$ cat config.mk
export PLATFORM = sky130hd
export DESIGN_NAME = irq_ctrl
export DESIGN_NICKNAME = d
export VERILOG_FILES = /design/src/rtl/irq_ctrl.sv
export SDC_FILE = /design/constraint.sdc
export NUM_CORES = 1
export LEC_CHECK = 0
export BUFFER_PORTS_ARGS = -buffer_cell sky130_fd_sc_hd__buf_2
export CORE_ASPECT_RATIO = 1.75
export CORE_UTILIZATION = 37
export CTS_CLUSTER_SIZE = 28
export DETAILED_ROUTE_END_ITERATION = 10
export MAX_ROUTING_LAYER = met4
export PLACE_DENSITY = 0.77
export SLEW_MARGIN = 20
export SYNTH_ARGS = -nofsm -noshare
export SYNTH_HDL_FRONTEND = slang
export SYNTH_SLANG_ARGS = --single-unit
$ cat constraint.sdc
create_clock -name clk -period 1.3 [get_ports clk]
set_clock_uncertainty 0.2 [all_clocks]
set_input_delay 0.13 -clock clk [delete_from_list [all_inputs] [get_ports clk]]
set_output_delay 0.13 -clock clk [all_outputs]
set_load 0.1 [all_outputs]
$ cat src/rtl/irq_ctrl.sv
// Vectored interrupt controller: latches sources as pending, masks, picks the
// lowest eligible id and hands one request at a time to fetch. IRQ_LEVEL_EN selects level-sensitive sources.
module irq_ctrl #(
  parameter int          NUM_IRQ  = 4,
  parameter logic [31:0] VEC_BASE = 32'h0000_0100
) (
  input  logic               clk,
  input  logic               reset,
  input  logic [NUM_IRQ-1:0] irq_src,
  input  logic [31:0]        pc_in,
  input  logic               irq_ack,
  input  logic               irq_ret,
  input  logic               wr_en,
  input  logic [1:0]         addr,
  input  logic [31:0]        wr_data,
  output logic [31:0]        rd_data,
  output logic               irq_req,
  output logic [31:0]        irq_vector,
  output logic [31:0]        epc,
  output logic               in_handler,
  output logic [1:0]         state_dbg
);

  // Handshake: irq_req is held with a stable irq_vector until fetch pulses
  // irq_ack; the transfer completes on the first clock edge where both are high.
  typedef enum logic [1:0] {IDLE = 2'd0, REQ = 2'd1, ACTIVE = 2'd2} state_t;

  state_t             state, state_n;
  logic [NUM_IRQ-1:0] pending;
  logic [NUM_IRQ-1:0] mask;
  logic [NUM_IRQ-1:0] eligible;
  logic               gie;
  logic [3:0]         active_id;
  logic [3:0]         sel_id;
  logic               any_elig;
  logic               unused_wr;

  assign unused_wr = ^wr_data[30:NUM_IRQ];

`ifdef IRQ_LEVEL_EN
  assign pending = irq_src;
`else
  logic [NUM_IRQ-1:0] src_q;
  logic [NUM_IRQ-1:0] set_bits;
  logic [NUM_IRQ-1:0] clr_bits;

  always_comb begin
    set_bits = irq_src & ~src_q;
    clr_bits = '0;
    if (wr_en && addr == 2'd1) clr_bits = wr_data[NUM_IRQ-1:0];
    if (state == REQ && irq_ack) clr_bits = clr_bits | (NUM_IRQ'(1) << active_id);
  end

  // A new edge overrides a clear landing on the same bit.
  always_ff @(posedge clk) begin
    if (reset) begin
      src_q   <= '0;
      pending <= '0;
    end else begin
      src_q   <= irq_src;
      pending <= (pending & ~clr_bits) | set_bits;
    end
  end
`endif

  assign eligible = gie ? (pending & mask) : '0;
  assign any_elig = |eligible;

  always_comb begin
    sel_id = '0;
    for (int i = NUM_IRQ - 1; i >= 0; i--) begin
      if (eligible[i]) sel_id = 4'(i);
    end
  end

  always_ff @(posedge clk) begin
    if (reset) state <= IDLE;
    else       state <= state_n;
  end

  always_comb begin
    state_n = state;
    case (state)
      IDLE:    if (any_elig) state_n = REQ;
      REQ:     if (irq_ack)  state_n = ACTIVE;
      ACTIVE:  if (irq_ret)  state_n = IDLE;
      default: state_n = IDLE;
    endcase
  end

  always_ff @(posedge clk) begin
    if (reset) begin
      mask       <= '0;
      gie        <= 1'b0;
      active_id  <= '0;
      irq_vector <= '0;
      epc        <= '0;
    end else begin
      if (wr_en && addr == 2'd0) begin
        mask <= wr_data[NUM_IRQ-1:0];
        gie  <= wr_data[31];
      end
      // Id and vector are captured once on entry so they stay stable in REQ.
      if (state == IDLE && any_elig) begin
        active_id  <= sel_id;
        irq_vector <= VEC_BASE + {26'd0, sel_id, 2'b00};
      end
      if (state == REQ && irq_ack) epc <= pc_in;
    end
  end

  assign irq_req    = (state == REQ);
  assign in_handler = (state == ACTIVE);
  assign state_dbg  = state;

  always_comb begin
    rd_data = '0;
    case (addr)
      2'd0: begin
        rd_data[NUM_IRQ-1:0] = mask;
        rd_data[31]          = gie;
      end
      2'd1: rd_data[NUM_IRQ-1:0] = pending;
      2'd2: begin
        rd_data[31]  = in_handler;
        rd_data[3:0] = active_id;
      end
      default: rd_data = '0;
    endcase
  end

endmodule

; Yosys cells after proc, flatten, opt, wreduce, memory -nomap -nowiden
; Cells that the tools add are included.
[totals]
reg_bits = 83
in_bits = 75
output_inout_bits = 100
wordCells = 45
[classes]
n_addsub = 1
n_eq_ne = 7
n_shift = 1
n_mux = 13
bitwise = 7
reduce_logical = 8
[ops]
columns = op, n
row1 = $mux W4, 6
row2 = $and A4 B4 Y4, 3
row3 = $pmux W4 S3, 1
row4 = $add A9 B6 Y10 const A, 1
row5 = $mux W2, 4
row6 = $not A4 Y4, 2
row7 = $or A4 B4 Y4, 2
row8 = $ne A2 B2 Y1 const B, 3
row9 = $pmux W2 S3, 1
row10 = $eq A2 B1 Y1 const B, 2
row11 = $eq A2 B2 Y1 const B, 2
row12 = $logic_and A1 B1 Y1, 4
row13 = $logic_not A2 Y1, 2
row14 = $reduce_or A4 Y1, 1
row15 = $shl A1 B4 Y4 const A, 1
row16 = $reduce_and A3 Y1, 1
row17 = $pmux W1 S2, 1

; Longest topological paths before layout
[depth]
depth_word = 8
ltp_mapped = 5
ltp_nobuf = 4

; Least setup slack after synthesis
; OpenSTA, ideal clock, no wires.
[synth_path]
path_type = register -> output
startpoint = register state[1] (netlist: state_dbg[1])
endpoint = output port rd_data[31]
arrival_ps = 4007
required_ps = 970
setup_slack_ps = -3037
stages_incl_launch_ff = 4
n_path_buf = 0
cell_sequence = dfxtp_1 > nor2b_1 > mux2i_1 > nor2_1
[synth_via]
elab_chain_cells = 2
[synth_lines]
columns = item, line
row1 = from (decl), 28  ; state_t state, state_n;
row2 = from (signal assigned), 78  ; else state <= state_n;
row3 = $eq A2 B2 Y1, 113  ; assign in_handler = (state == ACTIVE);
row4 = via in_handler, 20  ; output logic in_handler,
row5 = $pmux W1 S2, 118  ; case (addr)
row6 = to (decl), 16  ; output logic [31:0] rd_data,
; The timed path passes the listed nets, and every way through them passes these cells.

; Worst setup path after layout
[layout_path]
startpoint = register state[1] (netlist: state_dbg[1])
endpoint = register pending[3]
[layout_via]
elab_chain_cells = 6
[layout_lines]
columns = item, line
row1 = $eq A2 B1 Y1, 51  ; if (state == REQ && irq_ack) clr_bits = clr_bits | (NUM_IRQ'(1) << active_id);
row2 = $logic_and A1 B1 Y1, 51
row3 = $mux W4, 51
row4 = $not A4 Y4, 61  ; pending <= (pending & ~clr_bits) | set_bits;
row5 = $and A4 B4 Y4, 61
row6 = $or A4 B4 Y4, 61
row7 = to (signal assigned), 61
row8 = to (decl), 29  ; logic [NUM_IRQ-1:0] pending;
; Every way passes these cells.
; A chain may end at the register's enable or synchronous reset.

==> results.toml <==
[cts]
numCtsBuffers = 5
clk_latency_ns = 0.31
clock_sinks = 50
path_clk_slew_ns = 0.09
htree_levels = 2
cts_tree = "yes"
cts_root_buf = "clkbuf_8"
cts_buffer_depth = 2

[timing]
rsz0062_at_grt = "true"
fin_tns_setup_ns = -10.27
holdWs_ns = 0.0436
fmax_mhz = 620
finalMaxSlewViolations = 0
final_hold_viol_count = 0
period_minus_slack_ns = 1.61
period_share = 1.24
setup_viol = 50
fin_ws_ns = -0.314

[yosys]
synth_area_per_cell_um2 = 8.25
synth_top_area_frac = 0.417
ys_seq_area_frac = 0.417
yosys_warnings = 0
synthTopCellsByArea = "dfxtp_1 (42%), buf_4 (19%), nand2_1 (11%)"
synth_area_um2 = 2400
synthXorXnorAreaFrac = 0
synth_fa_ha_area_frac = 0
synth-simple-area-share = 0.191
muxShareOfSynthArea = 0.0417
ys_seq_elements = 50
synth_cell_types = 32
syn_inst = 291
synth_top_family_by_area = "buffers and inverters"
synth.largest_area_cell = "dfxtp_1"
synth_compound_area_frac = 0.127

[layout]
final_net_count = 526
stdcell_count = 532
final_area_um2 = 4590
num_antenna_cells = 0
syn_to_final_growth_pct = 91.2
post-route-util = 0.737
drive_above_1_share = 0.454

[setup_path]
worstPathArrival_ns = 1.60
crit_path_max_fanout = 3
slowest_delay_ns = 0.36
reg2reg_depth = 5
crit_required_ns = 1.29
r2r_end = "pending[3]"
crit_type = "register to register"
cp_cell_sequence = "buf_4 > and3b_2 > buf_12 > nand3_1 > a22o_1"
crit_path_start_kind = "register"
endpoint_kind = "register"
worst_path_max_delay_cell = "dfxtp_4"
r2r_setup_slack_ns = -0.31
r2r_start = "state_dbg[1]"

[global_routing]
grt_pass1_wl_mm = 12.2
grt_overflow_total = 0
grt_antenna_before_repair = 0
grt_use_total = 0.242
grt_max_degree = 26
grt_pass1_vias = 2544

[drt]
drt_iter0_drc = 105
wire_per_inst_um = 15.8
drt_wl_total_mm = 8.40
antenna_left = 0
via_count = 2518
drt_pass1_iterations = 4
viasPerCell = 4.73
drc = 0

[status]
status = "finished, violations left"
violations = "negative setup slack"

[placed_design]
gp_congestion = 0.879
dp_cells = 463
dp_hpwl_mm = 4.57
portBuffers = 91
dpl-instance-area_um2 = 3550
dp_slack_ns = -0.108

[hold_path]
whs_path_depth = 3
min_to = "src_q[1]"
min-delay-path-class = "primary input to register"
hp-start = "reset"

[power]
peakVddDrop_v = 0.000780
p_per_area_nw_per_um2 = 879
leakage_nw = 1.94
power.total_mw = 4.04

[floorplanning]
rows = 38
ios = 175
start_util = 0.385
fp.coreArea_um2 = 6230
die_w_um = 62.9
die_h_um = 109
die-area_um2 = 6830

[run]
drv_cap = 0
-- cells by family after synthesis --
group	after synthesis
other	1
AO/OA/AOI/OAI	52
flip-flops	50
buffers and inverters	77
multiplexers	10
AND/OR/NAND/NOR	101
-- worst max-delay path, delay by kind of cell (launching register included) --
| kind | cells | cell delay, ns |
|---|---|---|
| AO/OA/AOI/OAI | 1 | 0.23 |
| buffers and inverters | 2 | 0.28 |
| flip-flops | 1 | 0.36 |
| AND/OR/NAND/NOR | 2 | 0.43 |
-- layer usage --
metal	global-route usage	vias to the layer above	part of all wire
met5	-	-	0
met4	0.135	0	0.045
met3	0.0527	38	0.047
met2	0.475	143	0.58
met1	0.204	1188	0.33
li1	-	1149	-
-- cell usage after synthesis (all sizes together) --
library cell	count
dfxtp	50
a21o	3
conb	1
nand3	1
nand2b	4
clkbuf	2
buf	68
o21a	1
o21ai	4
nor2b	7
a221oi	1
a2111oi	2
nand2	68
nand3b	1
mux2i	10
nor3	2
inv	7
and3b	2
a21oi	36
nor2	13
nor3b	3
a22o	3
a211oi	1
a32oi	1
-- worst max path at each step --
stage,from,endpoint,slack (ns),depth (start not counted)
after detailed placement,pending[2],active_id[0],-0.11,4
after CTS,state_dbg[1],rd_data[31],-0.27,4
final,state_dbg[1],pending[3],-0.31,5
after global placement,gie,active_id[0],-0.04,4
after global routing,state_dbg[1],pending[3],-0.33,5
after floorplan,state_dbg[1],rd_data[31],-0.91,3
-- placed cells by master (no fill, tap or decap), drive strengths merged --
cell type,Yosys,final
bufinv,0,1
buf,68,125
nand2b,4,4
nand2,68,68
nor2b,7,7
inv,7,7
mux2i,10,10
nand3b,1,1
a22o,3,3
o21a,1,1
a32oi,1,1
dlygate4sd3,0,43
nand3,1,1
a221oi,1,1
a21o,3,3
conb,1,56
dfxtp,50,50
o21ai,4,4
nor3,2,2
nor2,13,13
clkbuf,2,7
a21oi,36,36
a2111oi,2,2
a211oi,1,1
and3b,2,2
nor3b,3,3
-- area by class of cell --
| cell class | count | area, um^2 |
|---|---|---|
| well taps | 80 | 100 |
| flip-flops and latches | 50 | 1040 |
| inverters | 7 | 26.3 |
| fillers | 390 | 1640 |
| clock inverters | 1 | 30.0 |
| multi-input cells | 219 | 1370 |
| clock buffers | 7 | 108 |
| repair buffers | 168 | 1920 |
-- sequential cells by signal, indices dropped and copies added, names as in the netlist --
signal	flops
active_id	1
epc	32
gie	1
irq_vector	2
mask	4
pending	4
src_q	4
state_dbg	2
-- timing repair --
| item | CTS | global route |
|---|---|---|
| hold endpoints to repair | 47 | 0 |
| pin swaps | 12 | 10 |
| hold buffers | 43 | 0 |
| endpoints found under the setup margin | 47 | 51 |
| cloned | 3 | 0 |
| buffers inserted | 10 | 7 |
| gates resized for setup | 49 | 35 |
-- report_power, final --
| group | switching [mW] | leakage [nW] | internal (mW) |
|---|---|---|---|
| Combinational | 0.935 | 1.45 | 0.260 |
| Sequential | 0.0306 | 0.414 | 1.55 |
| Clock | 0.520 | 0.0696 | 0.743 |
No activity file was read; power rests on OpenSTA's default activity.
